**src/rtl/sha2_kt_sequencer.sv**
```systemverilog
// Registered SHA-2 round-constant sequencer.
// Steps through the SHA-224/256 (64 x 32-bit) or SHA-384/512 (80 x 64-bit)
// Kt table under a start/advance handshake. Kt comes straight from a flop;
// the ROM is addressed by the index the counter moves to on the next edge.
module sha2_kt_sequencer #(
   parameter int WORD_W = 32
) (
   input  logic              clk,
   input  logic              rst_n,
   input  logic              start,
   input  logic              adv,
   input  logic              abort,
   output logic [WORD_W-1:0] kt,
   output logic              kt_valid,
   output logic [6:0]        rnd_idx,
   output logic              last,
   output logic              busy,
   output logic              done
);

   localparam int NUM_RND = (WORD_W == 64) ? 80 : 64;
   localparam logic [6:0] LAST_IDX = 7'(NUM_RND - 1);

   localparam logic [1:0] IDLE = 2'd0;
   localparam logic [1:0] RUN  = 2'd1;
   localparam logic [1:0] DONE = 2'd2;

   logic [1:0]        state_reg, state_next;
   logic [6:0]        idx_reg, idx_next;
   logic [WORD_W-1:0] kt_reg, kt_next;
   logic              load_k;
   logic [WORD_W-1:0] rom_word;

   // SHA-224/256 constants: first 32 bits of the fractional parts of the
   // cube roots of the first 64 primes.
   function automatic logic [31:0] k256(input logic [6:0] i);
      case (i)
         7'd0:  return 32'h428a2f98;  7'd1:  return 32'h71374491;
         7'd2:  return 32'hb5c0fbcf;  7'd3:  return 32'he9b5dba5;
         7'd4:  return 32'h3956c25b;  7'd5:  return 32'h59f111f1;
         7'd6:  return 32'h923f82a4;  7'd7:  return 32'hab1c5ed5;
         7'd8:  return 32'hd807aa98;  7'd9:  return 32'h12835b01;
         7'd10: return 32'h243185be;  7'd11: return 32'h550c7dc3;
         7'd12: return 32'h72be5d74;  7'd13: return 32'h80deb1fe;
         7'd14: return 32'h9bdc06a7;  7'd15: return 32'hc19bf174;
         7'd16: return 32'he49b69c1;  7'd17: return 32'hefbe4786;
         7'd18: return 32'h0fc19dc6;  7'd19: return 32'h240ca1cc;
         7'd20: return 32'h2de92c6f;  7'd21: return 32'h4a7484aa;
         7'd22: return 32'h5cb0a9dc;  7'd23: return 32'h76f988da;
         7'd24: return 32'h983e5152;  7'd25: return 32'ha831c66d;
         7'd26: return 32'hb00327c8;  7'd27: return 32'hbf597fc7;
         7'd28: return 32'hc6e00bf3;  7'd29: return 32'hd5a79147;
         7'd30: return 32'h06ca6351;  7'd31: return 32'h14292967;
         7'd32: return 32'h27b70a85;  7'd33: return 32'h2e1b2138;
         7'd34: return 32'h4d2c6dfc;  7'd35: return 32'h53380d13;
         7'd36: return 32'h650a7354;  7'd37: return 32'h766a0abb;
         7'd38: return 32'h81c2c92e;  7'd39: return 32'h92722c85;
         7'd40: return 32'ha2bfe8a1;  7'd41: return 32'ha81a664b;
         7'd42: return 32'hc24b8b70;  7'd43: return 32'hc76c51a3;
         7'd44: return 32'hd192e819;  7'd45: return 32'hd6990624;
         7'd46: return 32'hf40e3585;  7'd47: return 32'h106aa070;
         7'd48: return 32'h19a4c116;  7'd49: return 32'h1e376c08;
         7'd50: return 32'h2748774c;  7'd51: return 32'h34b0bcb5;
         7'd52: return 32'h391c0cb3;  7'd53: return 32'h4ed8aa4a;
         7'd54: return 32'h5b9cca4f;  7'd55: return 32'h682e6ff3;
         7'd56: return 32'h748f82ee;  7'd57: return 32'h78a5636f;
         7'd58: return 32'h84c87814;  7'd59: return 32'h8cc70208;
         7'd60: return 32'h90befffa;  7'd61: return 32'ha4506ceb;
         7'd62: return 32'hbef9a3f7;  7'd63: return 32'hc67178f2;
         default: return 32'h0;
      endcase
   endfunction

   // SHA-384/512 constants: first 64 bits of the fractional parts of the
   // cube roots of the first 80 primes.
   function automatic logic [63:0] k512(input logic [6:0] i);
      case (i)
         7'd0:  return 64'h428a2f98d728ae22;  7'd1:  return 64'h7137449123ef65cd;
         7'd2:  return 64'hb5c0fbcfec4d3b2f;  7'd3:  return 64'he9b5dba58189dbbc;
         7'd4:  return 64'h3956c25bf348b538;  7'd5:  return 64'h59f111f1b605d019;
         7'd6:  return 64'h923f82a4af194f9b;  7'd7:  return 64'hab1c5ed5da6d8118;
         7'd8:  return 64'hd807aa98a3030242;  7'd9:  return 64'h12835b0145706fbe;
         7'd10: return 64'h243185be4ee4b28c;  7'd11: return 64'h550c7dc3d5ffb4e2;
         7'd12: return 64'h72be5d74f27b896f;  7'd13: return 64'h80deb1fe3b1696b1;
         7'd14: return 64'h9bdc06a725c71235;  7'd15: return 64'hc19bf174cf692694;
         7'd16: return 64'he49b69c19ef14ad2;  7'd17: return 64'hefbe4786384f25e3;
         7'd18: return 64'h0fc19dc68b8cd5b5;  7'd19: return 64'h240ca1cc77ac9c65;
         7'd20: return 64'h2de92c6f592b0275;  7'd21: return 64'h4a7484aa6ea6e483;
         7'd22: return 64'h5cb0a9dcbd41fbd4;  7'd23: return 64'h76f988da831153b5;
         7'd24: return 64'h983e5152ee66dfab;  7'd25: return 64'ha831c66d2db43210;
         7'd26: return 64'hb00327c898fb213f;  7'd27: return 64'hbf597fc7beef0ee4;
         7'd28: return 64'hc6e00bf33da88fc2;  7'd29: return 64'hd5a79147930aa725;
         7'd30: return 64'h06ca6351e003826f;  7'd31: return 64'h142929670a0e6e70;
         7'd32: return 64'h27b70a8546d22ffc;  7'd33: return 64'h2e1b21385c26c926;
         7'd34: return 64'h4d2c6dfc5ac42aed;  7'd35: return 64'h53380d139d95b3df;
         7'd36: return 64'h650a73548baf63de;  7'd37: return 64'h766a0abb3c77b2a8;
         7'd38: return 64'h81c2c92e47edaee6;  7'd39: return 64'h92722c851482353b;
         7'd40: return 64'ha2bfe8a14cf10364;  7'd41: return 64'ha81a664bbc423001;
         7'd42: return 64'hc24b8b70d0f89791;  7'd43: return 64'hc76c51a30654be30;
         7'd44: return 64'hd192e819d6ef5218;  7'd45: return 64'hd69906245565a910;
         7'd46: return 64'hf40e35855771202a;  7'd47: return 64'h106aa07032bbd1b8;
         7'd48: return 64'h19a4c116b8d2d0c8;  7'd49: return 64'h1e376c085141ab53;
         7'd50: return 64'h2748774cdf8eeb99;  7'd51: return 64'h34b0bcb5e19b48a8;
         7'd52: return 64'h391c0cb3c5c95a63;  7'd53: return 64'h4ed8aa4ae3418acb;
         7'd54: return 64'h5b9cca4f7763e373;  7'd55: return 64'h682e6ff3d6b2b8a3;
         7'd56: return 64'h748f82ee5defb2fc;  7'd57: return 64'h78a5636f43172f60;
         7'd58: return 64'h84c87814a1f0ab72;  7'd59: return 64'h8cc702081a6439ec;
         7'd60: return 64'h90befffa23631e28;  7'd61: return 64'ha4506cebde82bde9;
         7'd62: return 64'hbef9a3f7b2c67915;  7'd63: return 64'hc67178f2e372532b;
         7'd64: return 64'hca273eceea26619c;  7'd65: return 64'hd186b8c721c0c207;
         7'd66: return 64'heada7dd6cde0eb1e;  7'd67: return 64'hf57d4f7fee6ed178;
         7'd68: return 64'h06f067aa72176fba;  7'd69: return 64'h0a637dc5a2c898a6;
         7'd70: return 64'h113f9804bef90dae;  7'd71: return 64'h1b710b35131c471b;
         7'd72: return 64'h28db77f523047d84;  7'd73: return 64'h32caab7b40c72493;
         7'd74: return 64'h3c9ebe0a15c9bebc;  7'd75: return 64'h431d67c49c100d4c;
         7'd76: return 64'h4cc5d4becb3e42b6;  7'd77: return 64'h597f299cfc657e2a;
         7'd78: return 64'h5fcb6fab3ad6faec;  7'd79: return 64'h6c44198c4a475817;
         default: return 64'h0;
      endcase
   endfunction

   // Only the two SHA-2 word sizes have a constant table.
   generate
      if (WORD_W != 32 && WORD_W != 64) begin : g_bad_width
         $error("sha2_kt_sequencer: WORD_W must be 32 or 64");
      end
   endgenerate

   // Pick the table for this word size; it is looked up at the next index.
   generate
      if (WORD_W == 64) begin : g_rom512
         assign rom_word = k512(idx_next);
      end else begin : g_rom256
         assign rom_word = k256(idx_next);
      end
   endgenerate

   // Next state and next round index; abort overrides start and adv.
   always_comb begin
      state_next = state_reg;
      idx_next   = idx_reg;
      load_k     = 1'b0;
      if (abort) begin
         state_next = IDLE;
         idx_next   = 7'd0;
      end else begin
         case (state_reg)
            IDLE: begin
               if (start) begin
                  state_next = RUN;
                  idx_next   = 7'd0;
                  load_k     = 1'b1;
               end
            end
            RUN: begin
               if (adv) begin
                  if (idx_reg == LAST_IDX) begin
                     state_next = DONE;
                     idx_next   = 7'd0;
                  end else begin
                     idx_next = idx_reg + 7'd1;
                     load_k   = 1'b1;
                  end
               end
            end
            DONE: begin
               idx_next = 7'd0;
               if (start) begin
                  state_next = RUN;
                  load_k     = 1'b1;
               end else begin
                  state_next = IDLE;
               end
            end
            default: begin
               state_next = IDLE;
               idx_next   = 7'd0;
            end
         endcase
      end
   end

   // Kt loads a new constant, holds during a stall, or clears outside RUN.
   always_comb begin
      kt_next = kt_reg;
      if (load_k) begin
         kt_next = rom_word;
      end else if (state_next != RUN) begin
         kt_next = '0;
      end
   end

   // State, index and constant registers with synchronous active-low reset.
   always_ff @(posedge clk) begin
      if (!rst_n) begin
         state_reg <= IDLE;
         idx_reg   <= 7'd0;
         kt_reg    <= '0;
      end else begin
         state_reg <= state_next;
         idx_reg   <= idx_next;
         kt_reg    <= kt_next;
      end
   end

   assign kt       = kt_reg;
   assign rnd_idx  = idx_reg;
   assign kt_valid = (state_reg == RUN);
   assign busy     = (state_reg == RUN);
   assign last     = (state_reg == RUN) && (idx_reg == LAST_IDX);
   assign done     = (state_reg == DONE);

endmodule
```
**config.mk**
```make
export PLATFORM = sky130hd
export DESIGN_NAME = sha2_kt_sequencer
export DESIGN_NICKNAME = d
export VERILOG_FILES = /design/src/rtl/sha2_kt_sequencer.sv
export SDC_FILE = /design/constraint.sdc
export NUM_CORES = 1
export LEC_CHECK = 0
export CELL_PAD_IN_SITES_DETAIL_PLACEMENT = 1
export CELL_PAD_IN_SITES_GLOBAL_PLACEMENT = 1
export CORE_MARGIN = 2
export CORE_UTILIZATION = 45
export CTS_CLUSTER_SIZE = 16
export DETAILED_ROUTE_END_ITERATION = 7
export HOLD_SLACK_MARGIN = 0.12
export PLACE_DENSITY_LB_ADDON = 0.1
export SYNTH_ARGS = -nofsm -noshare
export SYNTH_HDL_FRONTEND = slang
export SYNTH_SLANG_ARGS = --single-unit
```
**constraint.sdc**
```tcl
create_clock -name clk -period 5 [get_ports clk]
set_clock_uncertainty 0.2 [all_clocks]
set_input_delay 0.5 -clock clk [delete_from_list [all_inputs] [get_ports clk]]
set_output_delay 0.5 -clock clk [all_outputs]
set_load 0.02 [all_outputs]
```
* After elaboration in Yosys (flattened, before gate mapping)
Memories as Yosys holds them, arrays and structs flattened.
Index checks and enable logic that the tools add are counted.
** Storage, ports and cells
- Register bits after elaboration :: 41
- Bits in latches :: 0
- RAM bits :: 0
- ROM bits :: 2048
- Word-level logic and storage cells :: 32
- Memories kept :: 1
** Cells by class
- Add/subtract/negate cells :: 1
- Multipliers :: 0
- Divide/modulo/power cells :: 0
- Order comparisons :: 0
- Equality and inequality tests :: 4
- Shift operators :: 0
- Muxes and demuxes :: 19
- Bitwise gates (word level) :: 0
- Reduce and logical (&&, ||, !) cells :: 4
** Memories
- (no name shown) :: depth 64, width 32, rd ports 1, clocked after Yosys merged registers in 0, wr ports 0, RTL line 37 : case (i)
** Operator list (count)
- 2-to-1 mux 32 bit :: 3
- 2-to-1 mux 7 bit :: 4
- one-hot mux 7 bit (2 select lines) :: 1
- 2-to-1 mux 2 bit :: 4
- adder 7 x 1 -> 7 bit, second input constant :: 1
- equality test 7 x 6 -> 1 bit, second input constant :: 1
- one-hot mux 2 bit (3 select lines) :: 1
- 2-to-1 mux 1 bit :: 5
- equality test 2 x 1 -> 1 bit, second input constant :: 1
- equality test 2 bit, second input constant :: 1
- zero test 2 bit :: 1
- != test 2 x 1 -> 1 bit, second input constant :: 1
- one-hot mux 1 bit (2 select lines) :: 1
- nonzero test 2 bit :: 1
- OR reduction 2 bit :: 1
- logical AND 1 bit :: 1

* Depth between registers and ports, before layout
- Depth in word-level cells :: 8
- Gate-level depth with buffers :: 14

* Worst setup path before layout
No wires, ideal clock.
- Path type :: reg-to-reg
- Start :: register idx_reg[0] (netlist: rnd_idx[0])
- End :: register kt_reg[10] (netlist: kt[10])
- Library setup time :: 0.122 ns
- Arrival time :: 2.911 ns
- Required time :: 4.678 ns
- Setup slack :: 1.767 ns
- Stages on the path, launching flop included :: 13
- Path buffers :: 2
- Period minus slack after synthesis :: 3.233 ns
- Cell sequence :: dfxtp_1 > ha_1 > mux2_1 > a21oi_2 > nor2_2 > inv_1 > ha_1 > clkbuf_1 > buf_1 > nor2_1 > o21ai_0 > a211oi_1 > a221o_1
** On the way
- Word-level cells in the longest chain between the ends :: 8
- Elaborated cells between the ends (all ways) :: 20
** Ends and longest elaborated chain
- start: declaration :: RTL line 29 : logic [6:0] idx_reg, idx_next;
- start signal: assignment :: RTL line 201 : idx_reg <= idx_next;
- adder 7 x 1 -> 7 bit / equality test 7 x 6 -> 1 bit (equally long branches) :: RTL line 161, 157
- 2-to-1 mux 7 bit (*) :: RTL line 157 : if (idx_reg == LAST_IDX) begin
- 2-to-1 mux 7 bit (*) :: RTL line 156 : if (adv) begin
- one-hot mux 7 bit (2 select lines) (*) :: RTL line 147 : case (state_reg)
- 2-to-1 mux 7 bit (*) :: RTL line 143 : if (abort) begin
- named net idx_next[1] :: RTL line 29
- memory read (64 x 32 bit) (*)
- 2-to-1 mux 32 bit (*) :: RTL line 37
- 2-to-1 mux 32 bit (*) :: RTL line 186 : if (load_k) begin
- end signal: assignment :: RTL line 202 : kt_reg <= kt_next;
- end: declaration :: RTL line 30 : logic [WORD_W-1:0] kt_reg, kt_next;
Mark *: on every way through the listed nets, which the timed path passes. The rest lies on a longest branch.
A chain may end at the register's enable or synchronous reset.

* Final worst setup path
- Start :: input port adv
- End :: register kt_reg[9] (netlist: kt[9])
** On the way
- Word-level cells in the longest chain between the ends :: 6
- Elaborated cells between the ends (all ways) :: 14
** Ends and longest elaborated chain
- start: declaration :: RTL line 11 : input logic adv,
- 2-to-1 mux 7 bit :: RTL line 156
- one-hot mux 7 bit (2 select lines) :: RTL line 147
- 2-to-1 mux 7 bit :: RTL line 143
- named net idx_next[1] :: RTL line 29
- memory read (64 x 32 bit)
- 2-to-1 mux 32 bit :: RTL line 37
- 2-to-1 mux 32 bit :: RTL line 186
The timed path passes the listed nets, and every way through them passes these cells.

==> load_flow_metrics.sql <==
INSERT INTO impl_metrics (metric_group, metric, value, unit) VALUES
('outcome', 'status', 'finished, final reports clean', ''),
('setup_path', 'rr_startpoint', 'rnd_idx[0]', ''),
('floorplanning', 'placementRows', '37', ''),
('cells_and_area', 'area.growth.synth_to_final', '12.3', '%'),
('clock_tree', 'clkSlewWorstSetupHoldPaths', '90', 'ps'),
('clock_tree', 'cts-resized-gates', '0', ''),
('clock_tree', 'clk_sink_count', '41', ''),
('min_path', 'hold_path_class', 'reg -> reg', ''),
('timing', 'rsz0062_at_grt', 'no', ''),
('logic_synthesis', 'sequential_element_share_of_the_synthesized_area', '0.174', ''),
('clock_tree', 'clkLatencyLatePin', '310', 'ps'),
('logic_synthesis', 'avg_cell_area_syn', '6.72', 'um^2'),
('floorplanning', 'die_x', '106', 'um'),
('logic_synthesis', 'synthesis.area', '4710', 'um^2'),
('logic_synthesis', 'post-synth-top-area-fraction', '0.174', ''),
('setup_path', 'timing.critical_path.slowest_stage_cell', 'a2111oi_1', ''),
('logic_synthesis', 'post_synth_main_area_contributors', 'dfxtp_1 (17%), a21oi_1 (7.9%), o21ai_0 (6.7%)', ''),
('setup_path', 'cp-start-kind', 'primary input', ''),
('detailed_routing', 'via_per_inst', '7.38', ''),
('min_path', 'hold-path-cell-count', '2', ''),
('cells_and_area', 'fillCellCount', '1361', ''),
('clock_tree', 'cts.root.buffer_cell', 'clkbuf_8', ''),
('min_path', 'worstHoldEndpoint', 'kt[2]', ''),
('min_path', 'hold_path.startpoint', 'kt[2]', ''),
('detailed_routing', 'drcViolationCount', '0', ''),
('clock_tree', 'holdBufCountCts', '0', ''),
('timing', 'worst_pin_slew', '1050', 'ps'),
('setup_path', 'worst_r2r_endpoint', 'kt[9]', ''),
('floorplanning', 'initial_utilization', '0.460', ''),
('floorplanning', 'core_region_area', '10200', 'um^2'),
('cells_and_area', 'regArea', '821', 'um^2'),
('grt', 'largest_net_degree_at_the_start_of_global_routing', '61', ''),
('timing', 'number_of_setup_violations_in_the_final_report', '0', ''),
('logic_synthesis', 'ys_seq_elements', '41', ''),
('cells_and_area', 'nNetsFinal', '731', ''),
('cells_and_area', 'post_route_cells_drive_above_1_share', '0.0982', ''),
('timing', 'min_period', '4700', 'ps'),
('cells_and_area', 'number_of_antenna_cells_inserted', '0', ''),
('floorplanning', 'die_area', '11300', 'um^2'),
('clock_tree', 'cts_buffers', '5', ''),
('grt', 'grt_total_ovfl', '0', ''),
('setup_path', 'cp.required', '5070', 'ps'),
('setup_path', 'crit_fanout', '15', ''),
('cells_and_area', 'max_reg_flops', '32', ''),
('setup_path', 'r2r_setup_slack', '560', 'ps'),
('logic_synthesis', 'edff_count_synth', '0', ''),
('setup_path', 'crit_chain', 'clkdlybuf4s50_1 > mux2_1 > a21oi_2 > nor2_2 > inv_1 > ha_1 > or2_2 > nor2_1 > a2111oi_1 > a21oi_1 > nand3_1 > o211a_1', ''),
('detailed_routing', 'drtIter0Drc', '754', ''),
('timing', 'max_freq', '213', 'MHz'),
('grt', 'initial_antenna_violation_count', '0', ''),
('place', 'buffer_ports.inserted', '47', ''),
('logic_synthesis', 'ys_async_sr_fraction', '0', ''),
('detailed_routing', 'number_of_vias_after_detailed_routing', '6264', ''),
('grt', 'grt_pass1_vias', '6243', ''),
('logic_synthesis', 'synth_top_cell_by_area', 'dfxtp_1', ''),
('logic_synthesis', 'synth_top_flop_cell', 'dfxtp_1', ''),
('clock_tree', 'post-cts-setup-buffer-count', '0', ''),
('floorplanning', 'die-height', '106', 'um'),
('setup_path', 'reg2reg_depth', '12', ''),
('power_and_ir_drop', 'power_leakage', '1.85', 'nW'),
('power_and_ir_drop', 'report.power.total', '0.675', 'mW'),
('place', 'routability_cong', '1.08', ''),
('detailed_routing', 'first_pass_iters', '5', ''),
('logic_synthesis', 'synth_fp_nets', '719', ''),
('setup_path', 'timing.critical_path.slowest_cell_delay', '860', 'ps'),
('detailed_routing', 'detail_route.wirelength', '25000', 'um'),
('clock_tree', 'tritoncts', 'done', ''),
('timing', 'finalHoldViolations', '0', ''),
('clock_tree', 'clk_path_buf_depth', '2', ''),
('logic_synthesis', 'synth_most_common_cell', 'nand2_1', ''),
('setup_path', 'endpoint_kind', 'flip-flop', '');
[layer usage]
layer / wire, um / share of wire / global-route usage
met5: 0 / 0 / 0
met4: 1620 / 0.065 / 0.261
met3: 2860 / 0.11 / 0.101
met2: 10800 / 0.43 / 0.670
met1: 9700 / 0.39 / 0.573
[cell families after synthesis]
group	count (synthesis)	synth area share
AO/OA/AOI/OAI	297	0.424
multiplexers	3	0.00691
adder cells (fa/ha/maj)	14	0.0372
buffers and inverters	83	0.0941
AND/OR/NAND/NOR	262	0.263
flip-flops	41	0.174
[cell usage in the layout (no fill, tap or decap), types with 3 or more instances in the layout]
cell             netlist  layout
o211ai_1              26      26
a221o_1                3       3
a22oi_1                3       3
dfxtp_1               41      41
a31oi_1               16      16
nor4_1                 6       6
a221oi_1               6       6
o21ai_0               63      63
nor3_1                19      19
a2111oi_1              3       3
clkdlybuf4s50_1        0      47
a22o_1                 3       3
o311ai_0               7       7
a311oi_1               4       4
o32ai_1                3       3
or3_1                  3       3
inv_1                  5       5
nand2b_1               3       3
ha_1                  14      14
a32oi_1                4       4
clkbuf_8               0       5
buf_4                  6      32
and2_1                 9       9
o22ai_1                8       8
o21ai_1                7       7
o31ai_1                8       8
and3_1                 6       6
a21oi_1               74      74
a32o_1                 5       5
o221ai_1               4       4
a211oi_1              16      16
nor2_1                79      79
nand2_2                4       4
nand3_1               27      27
nand2_1               82      82
a211o_1                3       3
[area by class of cell]
class                           instances  area share
Multi-Input combinational cell        576       0.653
Sequential cell                        41       0.155
Clock inverter                          2     0.00189
Clock buffer                            6      0.0137
Timing Repair Buffer                   80       0.138
Inverter                                8     0.00568
Tap cell                              136      0.0322
[where the power goes]
part / switching [mW] / total (mW) / leakage [nW] / internal, mW
Combinational: 0.0596 / 0.0928 / 1.47 / 0.0332
Sequential: 0.00609 / 0.339 / 0.332 / 0.333
Clock: 0.146 / 0.243 / 0.0450 / 0.0976
Total: 0.211 / 0.675 / 1.85 / 0.463
[per-stage QoR]
step | setup WS, ps | hold WS [ps] | cells | util | instance area (um^2)
final | 305 | 272 | 849 | 0.517 | 5290
after global routing | 222 | 301 | 849 | 0.517 | 5290
after CTS | 718 | 271 | 849 | 0.517 | 5290
after detailed placement | 437 | 253 | 841 | 0.509 | 5200
after global placement | 580 | 240 | 841 | 0.509 | 5200
after floorplan | 1770 | 325 | 700 | - | 4710
[worst max-delay path, delay by kind of cell]
| family | cells | cell delay, ps |
|---|---|---|
| AO/OA/AOI/OAI | 4 | 1420 |
| multiplexers | 1 | 380 |
| AND/OR/NAND/NOR | 4 | 690 |
| buffers and inverters | 2 | 1060 |
| adder cells (fa/ha/maj) | 1 | 710 |
[worst max-delay path by stage]
stage | from | cells past startpoint | slack, ps | endpoint
2_1_floorplan | rnd_idx[0] | 12 | 1770 | kt[10]
4_1_cts | adv | 12 | 720 | kt[9]
5_1_grt | adv | 12 | 220 | kt[9]
3_3_place_gp | adv | 12 | 580 | kt[9]
6_report | adv | 12 | 300 | kt[9]
3_5_place_dp | adv | 12 | 440 | kt[23]
(Power assumes the default switching activity.)
==> variant: new RTL, same flow settings <==
Take the reset off `kt_reg` and load it in a clocked block of its own.
--- a/src/rtl/sha2_kt_sequencer.sv
+++ b/src/rtl/sha2_kt_sequencer.sv
@@ -195,12 +195,14 @@
       if (!rst_n) begin
          state_reg <= IDLE;
          idx_reg   <= 7'd0;
-         kt_reg    <= '0;
       end else begin
          state_reg <= state_next;
          idx_reg   <= idx_next;
-         kt_reg    <= kt_next;
-      end
+      end
+   end
+
+   always_ff @(posedge clk) begin
+      kt_reg <= kt_next;
    end
 
    assign kt       = kt_reg;
Check against the original RTL: not equivalent (Yosys sat finds a counterexample within 4 cycles, from zero or initial values and one cycle with rst_n low).
==> variant against the original RTL <==
Sequential share of layout area increased by 5.2 points. Via count up 0.21%. Total power is 10% higher. Combinational power rose by 25%. Register-to-register slack improved by 140 ps. Area after synthesis is 3.5% higher. Cell area is 4.0% higher. Worst setup slack better by 390 ps. Routed wire length fell by 3.0%. Critical path depth down 2. Worst hold slack better by 200 ps. Sequential cell count unchanged. First-iteration DRC count increased by 50%. Critical path type is now flop to flop.
==> variant: results (changes against the original RTL) <==
XOR/XNOR Fraction of Synth Area=0.539% (+0.54 points); outcome=finished, final reports clean; grt met1 use=55.5% (-1.8 points); vias in the first global route=5964 (-4.5%); Slowest-stage cell, CP=o21ai_1; multi-input gates=547 (-5.0%); pin count of the biggest net entering global routing=53 (-13%); initial antenna violation count=1 (+1); area occupied by multi-input gates=3380 sq um (-2.2%); Clock Path Buffers=2 (unchanged); startpoint types=flop; WL met2=10200 um (-5.8%); highest routed layer=met5; fill count=1296 (-4.8%); Pre-antenna DRT Iters=6 (+1); fraction of area in registers=20.8% (+5.2 points); metal1 wirelength=8950 um (-7.7%); DP Cell Count=802 (-4.6%); initial detailed-routing violation count=1134 (+50%); Post-DP Area=5410 sq um (+3.9%); top area cells in the synthesized netlist=edfxtp_1 20%, nor2_1 5.8%, a21oi_1 5.5%; Max-slew headroom=14.2% (-15 points); Fin Hold WS=468 ps (+195 ps); # nets final=694 (-5.1%); R2R setup slack=700 ps (+140 ps); met3 Usage GRT=11.3% (+1.2 points); Sequential Area=1140 sq um (+39%); Data buffer area share=12.8% (-1.0 points); clock network area share=1.57% (+0.0089 points); Compound-Gate Fraction of Synth Area=39.7% (-2.7 points); bufs w/o clock=73 (-8.8%); Core Footprint=10400 sq um (+1.8%); Yosys cell types=81 (-4.7%); Critical R2R Launch=rnd_idx[0]; Detailed Place HPWL=16800 um (-5.6%); gr usage total=41.6% (-2.7 points); hold crit path type=flop to flop; synth cell count leaders=75 x nor2_1, 72 x nand2_1, 54 x a21oi_1, 51 x o21ai_0, 37 x buf_2; pre-CTS setup slack=624 ps (+188 ps); met3 wire len=3570 um (+25%); adder-cell share of the synthesized area=4.11% (+0.39 points); LEAKAGE=1.96 nW (+6.3%); via count=6277 (+0.21%); Worst path max stage delay=740 ps (-120 ps); Non-CTS inverters=5 (-3); RD Place Congestion=1.13 (+4.3%); Non-Filler Instances=810 (-4.6%); Worst VDD drop=116 uV (+12%); Post-synth EDFFs=32 (+32); post-DR wirelength/cell=29.9 um (+1.7%); post-synthesis sequential area ratio=23.4% (+6.0 points); post-synthesis mux area share=0.873% (+0.18 points); CP arrival=4140 ps (-620 ps); Post-Synthesis Cells=669 (-4.4%); Syn Area/Cell=7.28 sq um (+8.3%)
==> variant: changes by cell type in the layout (fill, tap and decap cells not counted), sizes merged, moves of 6 or more <==
| cell | before | now |
|---|---|---|
| nor3 | 20 | 26 |
| o32ai | 3 | 12 |
| a21oi | 77 | 58 |
| o211ai | 27 | 18 |
| nand2 | 87 | 72 |
| nand3 | 27 | 21 |
| edfxtp | 0 | 32 |
| o21ai | 70 | 61 |
| buf | 33 | 26 |
| dfxtp | 41 | 9 |
==> variant: worst paths after layout <==
check / endpoint / depth (start not counted)
setup / recovery: kt[24] / 10
hold / removal: rnd_idx[6] / 2
setup reg to reg: kt[24] / 10
hold reg to reg: rnd_idx[6] / 2
==> variant: power breakdown <==
group          switching (W)  total [W]  internal (W)
Clock               0.000148   0.000245     0.0000969
Sequential        0.00000553   0.000384      0.000379
Combinational      0.0000727   0.000116     0.0000436
Total               0.000226   0.000745      0.000519
